--- config.mk ---
export PLATFORM = sky130hd
export DESIGN_NAME = ect_frame_sequencer_flat
export DESIGN_NICKNAME = d
export VERILOG_FILES = /design/src/rtl/ect_frame_sequencer_pkg.sv /design/src/rtl/ect_frame_sequencer_if.sv /design/src/rtl/ect_frame_sequencer_pair_counter.sv /design/src/rtl/ect_frame_sequencer.sv /design/src/flat_wrapper.sv
export SDC_FILE = /design/constraint.sdc
export NUM_CORES = 1
export LEC_CHECK = 0
export ABC_AREA = 0
export BUFFER_PORTS_ARGS = -buffer_cell sky130_fd_sc_hd__buf_2
export CORE_UTILIZATION = 50
export DETAILED_ROUTE_END_ITERATION = 6
export PLACE_DENSITY = 0.76
export SLEW_MARGIN = 20
export SYNTH_ARGS = -nofsm -noshare
export SYNTH_HDL_FRONTEND = slang
export SYNTH_SLANG_ARGS = --single-unit
--- constraint.sdc ---
create_clock -name Clk -period 2.04 [get_ports Clk]
set_input_delay 0.102 -clock Clk [delete_from_list [all_inputs] [get_ports Clk]]
set_output_delay 0.102 -clock Clk [all_outputs]
set_load 0.02 [all_outputs]
--- src/rtl/ect_frame_sequencer_pkg.sv ---
// Shared types and constants for the ECT frame sequencer: state codes, scan mode,
// bus widths and the measurements-per-frame derivation.
package ect_frame_sequencer_pkg;

  localparam int unsigned SEL_W = 4;
  localparam int unsigned DAT_W = 16;
  localparam int unsigned IDX_W = 10;

  localparam logic [DAT_W-1:0] TIMEOUT_DATA = 16'hFFFF;

  typedef enum logic [2:0] {
    ST_IDLE   = 3'd0,
    ST_SETTLE = 3'd1,
    ST_CONV   = 3'd2,
    ST_WAIT   = 3'd3,
    ST_STORE  = 3'd4,
    ST_NEXT   = 3'd5,
    ST_DONE   = 3'd6
  } state_t;

  typedef enum logic {
    MODE_SINGLE = 1'b0,
    MODE_TWIN   = 1'b1
  } mode_t;

  // Independent electrode pairs in one frame.
  function automatic int unsigned nmeas(input int unsigned nelec);
    return nelec * (nelec - 1) / 2;
  endfunction

endpackage

--- src/rtl/ect_frame_sequencer_if.sv ---
// ADC conversion handshake between the frame sequencer (master) and the converter (slave).
interface ect_frame_sequencer_if;
  import ect_frame_sequencer_pkg::*;

  logic             AdcStart;
  logic             AdcDone;
  logic [DAT_W-1:0] AdcDat;

  modport master (output AdcStart, input AdcDone, input AdcDat);
  modport slave  (input AdcStart, output AdcDone, output AdcDat);
endinterface

--- src/rtl/ect_frame_sequencer_pair_counter.sv ---
// Excitation/detection index generator: walks pairs (i,j) with j > i, j fastest.
module ect_frame_sequencer_pair_counter
  import ect_frame_sequencer_pkg::*;
#(
  parameter int unsigned NELEC = 12
) (
  input  logic             clk,
  input  logic             rst_n,
  input  logic             init,
  input  logic             advance,
  output logic [SEL_W-1:0] exc,
  output logic [SEL_W-1:0] det,
  output logic             last
);

  logic [SEL_W-1:0] exc_n;
  logic [SEL_W-1:0] det_n;

  always_comb begin
    exc_n = exc;
    det_n = det;
    if (init) begin
      exc_n = '0;
      det_n = SEL_W'(1);
    end else if (advance) begin
      if (det == SEL_W'(NELEC - 1)) begin
        exc_n = exc + SEL_W'(1);
        det_n = exc + SEL_W'(2);
      end else begin
        det_n = det + SEL_W'(1);
      end
    end
  end

  // last is registered from the next-pair value so it is valid with the selects
  always_ff @(posedge clk or negedge rst_n) begin
    if (!rst_n) begin
      exc  <= '0;
      det  <= SEL_W'(1);
      last <= (NELEC == 2);
    end else begin
      exc  <= exc_n;
      det  <= det_n;
      last <= (exc_n == SEL_W'(NELEC - 2)) && (det_n == SEL_W'(NELEC - 1));
    end
  end

endmodule

--- src/rtl/ect_frame_sequencer.sv ---
// ECT frame sequencer: scans all electrode pairs, settles, runs one ADC conversion
// per pair, emits samples and signals frame end (single or continuous mode).
module ect_frame_sequencer
  import ect_frame_sequencer_pkg::*;
#(
  parameter int unsigned NELEC   = 12,
  parameter int unsigned SETTLE  = 200,
  parameter int unsigned TIMEOUT = 1023
) (
  input  logic                 Clk,
  input  logic                 Rst,
  input  logic                 EnSingle,
  input  logic                 EnTwin,
  ect_frame_sequencer_if.master adc,
  output logic [SEL_W-1:0]     ExcSel,
  output logic [SEL_W-1:0]     DetSel,
  output logic [DAT_W-1:0]     MeasDat,
  output logic [IDX_W-1:0]     MeasIdx,
  output logic                 MeasValid,
  output logic                 FrameEnd,
  output logic                 Busy,
  output logic                 AdcErr,
  output logic [2:0]           Stat
);

  localparam int unsigned NMEAS  = nmeas(NELEC);
  localparam int unsigned CNT_W  = $clog2(SETTLE + 1);
  localparam int unsigned TCNT_W = $clog2(TIMEOUT + 1);
  localparam logic [IDX_W-1:0] IDX_LAST = IDX_W'(NMEAS - 1);

  state_t             state;
  mode_t              mode;
  logic               en_single_q;
  logic               en_twin_q;
  logic [CNT_W-1:0]   settle_cnt;
  logic [TCNT_W-1:0]  wait_cnt;
  logic               adc_start;
  logic               meas_valid;
  logic               frame_end;
  logic               busy;
  logic               adc_err;
  logic [DAT_W-1:0]   meas_dat;
  logic [IDX_W-1:0]   meas_idx;
  logic               pair_last;

  logic mode_en_c, abort_c, single_edge_c, twin_edge_c, start_c, restart_c;

  assign single_edge_c = EnSingle && !en_single_q;
  assign twin_edge_c   = EnTwin && !en_twin_q;
  assign start_c       = (state == ST_IDLE) && (single_edge_c || twin_edge_c);
  assign mode_en_c     = (mode == MODE_TWIN) ? EnTwin : EnSingle;
  // Dropping the active enable wins over every other transition
  assign abort_c       = (state != ST_IDLE) && !mode_en_c;
  assign restart_c     = (state == ST_DONE) && (mode == MODE_TWIN) && !abort_c;

  ect_frame_sequencer_pair_counter #(.NELEC(NELEC)) u_pair (
    .clk     (Clk),
    .rst_n   (Rst),
    .init    (start_c || restart_c || abort_c),
    .advance ((state == ST_NEXT) && !abort_c),
    .exc     (ExcSel),
    .det     (DetSel),
    .last    (pair_last)
  );

  always_ff @(posedge Clk or negedge Rst) begin
    if (!Rst) begin
      state       <= ST_IDLE;
      mode        <= MODE_SINGLE;
      en_single_q <= 1'b0;
      en_twin_q   <= 1'b0;
      settle_cnt  <= '0;
      wait_cnt    <= '0;
      adc_start   <= 1'b0;
      meas_valid  <= 1'b0;
      frame_end   <= 1'b0;
      busy        <= 1'b0;
      adc_err     <= 1'b0;
      meas_dat    <= '0;
      meas_idx    <= '0;
    end else begin
      en_single_q <= EnSingle;
      en_twin_q   <= EnTwin;
      adc_start   <= 1'b0;
      meas_valid  <= 1'b0;
      frame_end   <= 1'b0;
      if (abort_c) begin
        state <= ST_IDLE;
        busy  <= 1'b0;
      end else begin
        case (state)
          ST_IDLE: if (start_c) begin
            mode       <= twin_edge_c ? MODE_TWIN : MODE_SINGLE;
            adc_err    <= 1'b0;
            meas_idx   <= '0;
            settle_cnt <= '0;
            busy       <= 1'b1;
            state      <= ST_SETTLE;
          end
          ST_SETTLE: begin
            if (settle_cnt == CNT_W'(SETTLE - 1)) begin
              adc_start <= 1'b1;
              state     <= ST_CONV;
            end else begin
              settle_cnt <= settle_cnt + CNT_W'(1);
            end
          end
          ST_CONV: begin
            wait_cnt <= '0;
            state    <= ST_WAIT;
          end
          ST_WAIT: begin
            if (adc.AdcDone) begin
              meas_dat   <= adc.AdcDat;
              meas_valid <= 1'b1;
              state      <= ST_STORE;
            end else if (wait_cnt == TCNT_W'(TIMEOUT - 1)) begin
              meas_dat   <= TIMEOUT_DATA;
              adc_err    <= 1'b1;
              meas_valid <= 1'b1;
              state      <= ST_STORE;
            end else begin
              wait_cnt <= wait_cnt + TCNT_W'(1);
            end
          end
          ST_STORE: begin
            if ((meas_idx == IDX_LAST) && pair_last) begin
              frame_end <= 1'b1;
              state     <= ST_DONE;
            end else begin
              state <= ST_NEXT;
            end
          end
          ST_NEXT: begin
            meas_idx   <= meas_idx + IDX_W'(1);
            settle_cnt <= '0;
            state      <= ST_SETTLE;
          end
          ST_DONE: begin
            if (restart_c) begin
              meas_idx   <= '0;
              settle_cnt <= '0;
              state      <= ST_SETTLE;
            end else begin
              busy  <= 1'b0;
              state <= ST_IDLE;
            end
          end
          default: begin
            busy  <= 1'b0;
            state <= ST_IDLE;
          end
        endcase
      end
    end
  end

  assign adc.AdcStart = adc_start;
  assign MeasDat      = meas_dat;
  assign MeasIdx      = meas_idx;
  assign MeasValid    = meas_valid;
  assign FrameEnd     = frame_end;
  assign Busy         = busy;
  assign AdcErr       = adc_err;
  assign Stat         = state;

endmodule

--- src/flat_wrapper.sv ---
// flat-port wrapper written by rule: the top's interface ports become plain ports
module ect_frame_sequencer_flat import ect_frame_sequencer_pkg::*;
#(
  parameter int unsigned NELEC   = 12,
  parameter int unsigned SETTLE  = 200,
  parameter int unsigned TIMEOUT = 1023
)
  (Clk, Rst, EnSingle, EnTwin, ExcSel, DetSel, MeasDat, MeasIdx, MeasValid, FrameEnd, Busy, AdcErr, Stat, adc_AdcStart, adc_AdcDone, adc_AdcDat);
  ect_frame_sequencer_if adc_i ();
  input  logic Clk;
  input  logic Rst;
  input  logic EnSingle;
  input  logic EnTwin;
  output logic [SEL_W-1:0] ExcSel;
  output logic [SEL_W-1:0] DetSel;
  output logic [DAT_W-1:0] MeasDat;
  output logic [IDX_W-1:0] MeasIdx;
  output logic MeasValid;
  output logic FrameEnd;
  output logic Busy;
  output logic AdcErr;
  output logic [2:0] Stat;
  output wire logic [$bits(adc_i.AdcStart)-1:0] adc_AdcStart;
  input wire logic [$bits(adc_i.AdcDone)-1:0] adc_AdcDone;
  input wire logic [$bits(adc_i.AdcDat)-1:0] adc_AdcDat;
  assign adc_AdcStart = adc_i.AdcStart;
  assign adc_i.AdcDone = adc_AdcDone;
  assign adc_i.AdcDat = adc_AdcDat;
  ect_frame_sequencer #(.NELEC(NELEC), .SETTLE(SETTLE), .TIMEOUT(TIMEOUT)) u_core (.Clk(Clk), .Rst(Rst), .EnSingle(EnSingle), .EnTwin(EnTwin), .adc(adc_i), .ExcSel(ExcSel), .DetSel(DetSel), .MeasDat(MeasDat), .MeasIdx(MeasIdx), .MeasValid(MeasValid), .FrameEnd(FrameEnd), .Busy(Busy), .AdcErr(AdcErr), .Stat(Stat));
endmodule
### Yosys cells after proc, flatten, opt, wreduce, memory -nomap -nowiden

Cells that the tools add are included.
W data, S select, Z words.

| cells by class | value |
|---|---|
| bitwise gates (word level) | 1 |
| muxes and demuxes | 46 |
| reduce and logical (&&, ||, !) cells | 32 |
| $add $sub $neg | 6 |
| equality and inequality tests | 23 |

Operators with widths:

| kind | count |
|---|---|
| $mux W10 | 4 |
| $mux W16 | 2 |
| $pmux W8 S4 | 1 |
| $pmux W10 S3 | 1 |
| $mux W4 | 6 |
| $mux W8 | 3 |
| $pmux W3 S7 | 1 |
| $add A10 B1 Y10 const B | 2 |
| $pmux W10 S2 | 1 |
| $mux W1 | 19 |
| $mux W3 | 5 |
| $eq A4 B4 Y1 const B | 3 |
| $reduce_and A3 Y1 | 4 |
| $eq A10 B10 Y1 const B | 1 |
| $eq A10 B7 Y1 const B | 1 |
| $reduce_and A5 Y1 | 2 |
| $eq A3 B3 Y1 const B | 3 |
| $logic_and A1 B1 Y1 | 9 |
| $add A4 B1 Y4 const B | 2 |
| $add A8 B1 Y8 const B | 1 |
| $eq A8 B8 Y1 const B | 1 |
| $ne A2 B1 Y1 const B | 4 |
| $reduce_and A4 Y1 | 2 |
| $eq A3 B2 Y1 const B | 2 |
| 17 further kinds | 28 |

| word-level totals | value |
|---|---|
| input bits | 21 |
| word-level logic and storage cells | 124 |
| flip-flop bits (word level) | 64 |
| output and inout port bits | 42 |

### Longest topological paths before layout

| depth | value |
|---|---|
| depth in word-level cells | 10 |
| depth in mapped cells | 8 |
| gate-level depth less buffers | 7 |

### Hierarchy

From an unflattened synthesis, not the netlist that was laid out.

| unflattened totals | value |
|---|---|
| cell total of the unflattened synthesis | 329 |
| area total of the unflattened synthesis | 3374.5 µm² |

Modules (own cells, without submodules):

| module | instances | area an instance (µm²) | cells each | sequential area each (µm²) |
|---|---|---|---|---|
| ect_frame_sequencer | 1 | 2801.4 | 273 | 1376.3 |
| ect_frame_sequencer_pair_counter | 1 | 573.0 | 56 | 226.5 |

### Worst setup path after synthesis

Ideal clock, no wire load.

| timing | value |
|---|---|
| path type | register -> register |
| start | reg u_core.state[2] (netlist: u_core.Stat[2]) |
| end | reg u_core.meas_dat[14] (netlist: u_core.MeasDat[14]) |
| path buffers | 3 |
| path slack | -134 ps |
| clock period less this slack | 2174 ps |
| arrival time | 2049 ps |
| data required time | 1915 ps |
| setup time | 125 ps |
| cell stages (with the launch flop) | 8 |
| cells stage by stage | dfrtp_1 > buf_2 > nand2b_1 > or2_0 > clkbuf_1 > nor3_4 > buf_2 > mux2_2 |

| on the way | value |
|---|---|
| longest elaborated chain between the ends | 4 |
| elaborated cells between the ends (all ways) | 5 |
| those cells by class | eq/ne: 1; bitwise: 1; reduce/logical: 3 |

Ends and longest elaborated chain:

| what | line | text |
|---|---|---|
| start, declared | ect_frame_sequencer.sv:31 | `state_t state;` |
| start signal, assigned | ect_frame_sequencer.sv:68 | `state <= ST_IDLE;` |
| start signal, assigned | ect_frame_sequencer.sv:88 | `state <= ST_IDLE;` |
| start signal, assigned | ect_frame_sequencer.sv:98 | `state <= ST_SETTLE;` |
| $reduce_bool A3 Y1 | ect_frame_sequencer.sv:53 | `assign abort_c = (state != ST_IDLE) && !mode_en_c;` |
| $logic_and A1 B1 Y1 | ect_frame_sequencer.sv:53 |  |
| $not A1 Y1 (no line) | - |  |
| $reduce_and A3 Y1 (no line) * | - |  |
| end signal, assigned | ect_frame_sequencer.sv:114 | `meas_dat <= adc.AdcDat;` |
| end, declared | ect_frame_sequencer.sv:42 | `logic [DAT_W-1:0] meas_dat;` |

Mark *: on every way between the ends. The rest lies on a longest branch, timed or not.
A chain may end at the register's enable or synchronous reset.

### Worst setup path in the final report

| timing | value |
|---|---|
| start | reg u_core.en_twin_q |
| end | reg u_core.meas_idx[8] (netlist: u_core.MeasIdx[8]) |

| on the way | value |
|---|---|
| longest elaborated chain between the ends | 6 |

Ends and longest elaborated chain:

| what | line | text |
|---|---|---|
| start, declared | ect_frame_sequencer.sv:34 | `logic en_twin_q;` |
| start signal, assigned | ect_frame_sequencer.sv:83 | `en_twin_q <= EnTwin;` |
| $logic_not A1 Y1 | ect_frame_sequencer.sv:49 | `assign twin_edge_c = EnTwin && !en_twin_q;` |
| $logic_and A1 B1 Y1 | ect_frame_sequencer.sv:49 |  |
| $logic_or A1 B1 Y1 | ect_frame_sequencer.sv:50 | `assign start_c = (state == ST_IDLE) && (single_edge_c \|\| twin_edge_c);` |
| $logic_and A1 B1 Y1 | ect_frame_sequencer.sv:50 |  |
| $ne A2 B1 Y1 (no line) | - |  |
| $reduce_and A4 Y1 (no line) | - |  |
| end signal, assigned | ect_frame_sequencer.sv:135 | `meas_idx <= meas_idx + IDX_W'(1);` |
| end, declared | ect_frame_sequencer.sv:43 | `logic [IDX_W-1:0] meas_idx;` |

Every way passes these cells.

==> key figures <==
Global route
  – Global-route usage over all layers: 0.227
  – Largest net degree at the start of global routing: 65
  – First-pass GRT wire length: roughly 13000 um
  – Initial antenna violation count: 0
  – Vias in the first global route: about 2800
  – Grt ovf: 0

Timing
  – Final worst-path cycle share: 0.972
  – Clk_skew: 0.0106 ns
  – F_max: 0.504 GHz
  – Final Max Tran Viols: 0
  – Setup TNS: 0 ns
  – Final Hold Viols: 0
  – Worst-margin pin slew: between 0.4 and 0.5 ns
  – Final setup viols: 0
  – Minimum clock period: 1.98 ns
  – Relative slew margins: 0.668

Floorplanning
  – Starting Density: 0.516
  – Number of cell rows: 30
  – Die span in x: around 85 um
  – Ports: 63
  – DIE AREA: about 7300 um2
  – Area of the core: 6760 um2
  – Die Y: between 80 and 90 um

Setup path
  – Endpoint type of the worst setup path: flop
  – Reg-to-Reg End: u_core.MeasIdx[8]
  – Reg2reg path depth: 6
  – Critical Path Start Type: flop
  – Largest delay contributor family on the critical path: simple AND/OR/NAND/NOR gates
  – Critical path arrival: 2.25 ns
  – R2R Path Start: u_core.en_twin_q
  – Critical Path Stages: 6
  – Crit path kind: flop to flop
  – R2R setup slack: 0.06 ns
  – CP peak stage delay: ~0.52 ns
  – Critical path buffers and inverters: 1
  – Crit path cell chain: nand2b_4 -> a2111oi_4 -> buf_4 -> nor3_1 -> or4_1 -> a21oi_1
  – Worst-path fanout max: 4
  – CP Data Required Time: around 2.3 ns
  – CP max stage cell: or4_1

Placed design
  – IO Port Bufs: 62
  – Dpl hpwl: 5480 um
  – GPL Wtd Cong: a little under 0.9

Run status
  – Status: completed

Clock tree
  – CTS Root Cell: clkbuf_8
  – TritonCTS clock tree: done
  – CTS buffer count: 9
  – Reg clk slew, reported paths: 0.08 ns
  – Clock Latency Late Sink: about 0.35 ns
  – Clock Tree Buf Depth: 2
  – Clk sinks: 64
  – Max H-tree Level: 3

Route
  – DRT Wirelength: around 8000 um
  – DRT iter0 DRCs: 151
  – DRT Pass-1 Iters: 5
  – DR DRC count: 0
  – Final ANT Viol Nets: 0
  – Post-detailed-route via-to-cell ratio: approximately 5.6
  – Via count: a little over 3000
  – Avg WL per Cell: 14.8 um

Layout
  – Area growth, synth to finish: 28.5%
  – Nets: approximately 500
  – Diodes inserted: 0
  – Share of layout cells above drive strength 1: 0.339
  – Finished Core Util: 0.663

Flow run
  – MaxCap Viol Count: 0

Logic synthesis
  – Post-Synthesis Cells: between 300 and 400
  – Mean Syn Cell Area: between 9 and 10 um2
  – FFs w/ async S/R, synth: 1.00
  – Synth warn: 0
  – Mux contribution to synthesized area: 0.0847
  – Synth cell types: 55
  – Post-synthesis xor/xnor area fraction: 0.0302
  – Syn_nets: approximately 380
  – Commonest register cell after synthesis: dfrtp_1
  – Largest family of logic cells by synthesized area: simple AND/OR/NAND/NOR gates
  – Syn Std Cell Area: approximately 3500 um2
  – Complex-gate fraction of the synthesized area: 0.130
  – Seq cells post-synth: 64
  – Number of flops mapped to enable cells by yosys: 0
  – Simple-gate share of the synthesized area: 0.237
  – Adder-Cell Fraction of Synth Area: 0.0287
  – Seq/Total Area, Yosys: 0.460

Worst hold path
  – Hold depth: 3
  – Hold Crit Class: input port to flop
  – Worst hold endpoint: u_core.MeasDat[13]
  – Hold Crit Start: adc_AdcDat[13]

Power
  – Peak supply drop: 0.617 mV
  – Lkg Pwr: around 2.1 nW
  – Power Total: roughly 3.3 mW
  – Pwr dens: 738 nW/um2
-- logic make-up (layout without fill, tap and decap cells) --
group / after synthesis / in the layout
and+or+nand+nor: 152 / 152
DFF: 64 / 64
muxes: 27 / 27
xor gates and xnor gates: 12 / 12
adders and majority gates: 8 / 8
AOI/OAI and AO/OA: 66 / 66
buffers and inverters: 25 / 134
-- report_power, final --
group          switching [mW]  internal, mW  total, mW  leakage, nW
logic                   0.522         0.399      0.921         1.21
clock network           0.529         0.440      0.968       0.0854
registers              0.0659          1.35       1.41        0.853
-- layer usage --
metal,wire length (um),GRT usage,up-vias
met5,0,0,-
met4,116,0.0818,0
met3,324,0.0506,11
met2,3860,0.372,78
met1,3710,0.296,1448
li1,-,-,1481
-- worst reg2reg max path, stage by stage (launching register included) --
cell and delay [ns]:
dfrtp_1 0.37, nand2b_4 0.16, a2111oi_4 0.47, buf_4 0.19, nor3_1 0.06, or4_1 0.52
a21oi_1 0.15
-- how the worst max path moves through the flow --
stage / start / end / slack [ns]
CTS: u_core.Stat[2] / u_core.MeasIdx[6] / 0.03
global route: u_core.en_twin_q / u_core.MeasIdx[8] / -0.04
floorplan: u_core.Stat[2] / u_core.MeasDat[14] / -0.002
global placement: u_core.u_pair.det[0] / u_core.u_pair.last / -0.01
detailed placement: u_core.u_pair.det[0] / u_core.u_pair.last / -0.06
finish: u_core.en_twin_q / u_core.MeasIdx[8] / 0.06
-- state kept, by name (all words and copies together) (netlist names), 3 cells and up --
name	count
u_core.Stat	3
u_core.u_pair.det	4
u_core.settle_cnt	8
u_core.MeasDat	16
u_core.u_pair.exc	4
u_core.MeasIdx	10
u_core.wait_cnt	10
-- layout by cell type, fill, tap and decap left out, types with 3 or more instances in the layout --
cell           netlist  routed
mux2i_1              9       9
nand2b_1            28      26
clkinv_2             0       3
nor2_1              23      23
clkbuf_8             0       9
ha_1                 8       8
dfrtp_1             63      61
nand3b_1             3       3
dlygate4sd3_1        0       3
inv_1               11      11
buf_4                0      39
o211ai_1             3       3
o31ai_1              7       7
o21bai_1             3       3
mux2_1               4       4
nand2_1             34      34
nand4_1              6       6
a21oi_1             18      18
nand2b_4             0       3
or3_1                3       3
buf_2                7      61
nand3_1             18      18
nor4_1               6       5
xor2_1              10      10
buf_12               0       3
or2_2                3       3
or4_1                5       5
o22ai_1              4       3
nor3_1               5       4
mux2_2              13      13
o21ai_0             15      15
a211oi_1             4       4
-- cells in the mapped netlist, types with 3 or more instances --
library cell,n,share of area
dfrtp_1,63,0.45
o21bai_1,3,0.0065
nand4_1,6,0.011
nand2b_1,28,0.050
xor2_1,10,0.025
nor3_1,5,0.0072
o211ai_1,3,0.0065
o22ai_1,4,0.0072
inv_1,11,0.012
o21ai_0,15,0.022
clkbuf_1,7,0.0075
mux2_2,13,0.042
o31ai_1,7,0.015
nor4_1,6,0.011
nor2_1,23,0.025
or4_1,5,0.011
or3_1,3,0.0054
mux2_1,4,0.013
nand3_1,18,0.026
buf_2,7,0.010
ha_1,8,0.029
nand2_1,34,0.037
a211oi_1,4,0.0086
nand3b_1,3,0.0065
a21oi_1,18,0.026
or2_2,3,0.0054
mux2i_1,9,0.026
-- layout make-up --
type,count,area (um2)
fillers,542,2280
multi-input cells,265,1860
flip-flops and latches,64,1610
repair buffers,107,699
clock buffers,9,124
well taps,80,100
clock inverters,7,47.5
inverters,11,41.3
-- timing repair --
item,4_1_cts,5_1_grt
endpoints found under the hold margin,65,0
hold buffers,3,0
buffers inserted,5,8
pin swaps,4,2
resized for setup,3,12
endpoints found under the setup margin,1,26
-- stage by stage --
step                hold WS, ns  setup slack [ns]  instance area [um2]  instances
CTS                      0.0430            0.0330                 4360        535
finish                   0.0508            0.0574                 4480        543
global placement          0.140           -0.0148                 4100        511
detailed placement        0.140           -0.0596                 4100        511
global route             0.0557           -0.0367                 4480        543
floorplan                -0.194          -0.00218                 3520        354
Power figures use the tool's default switching activity.
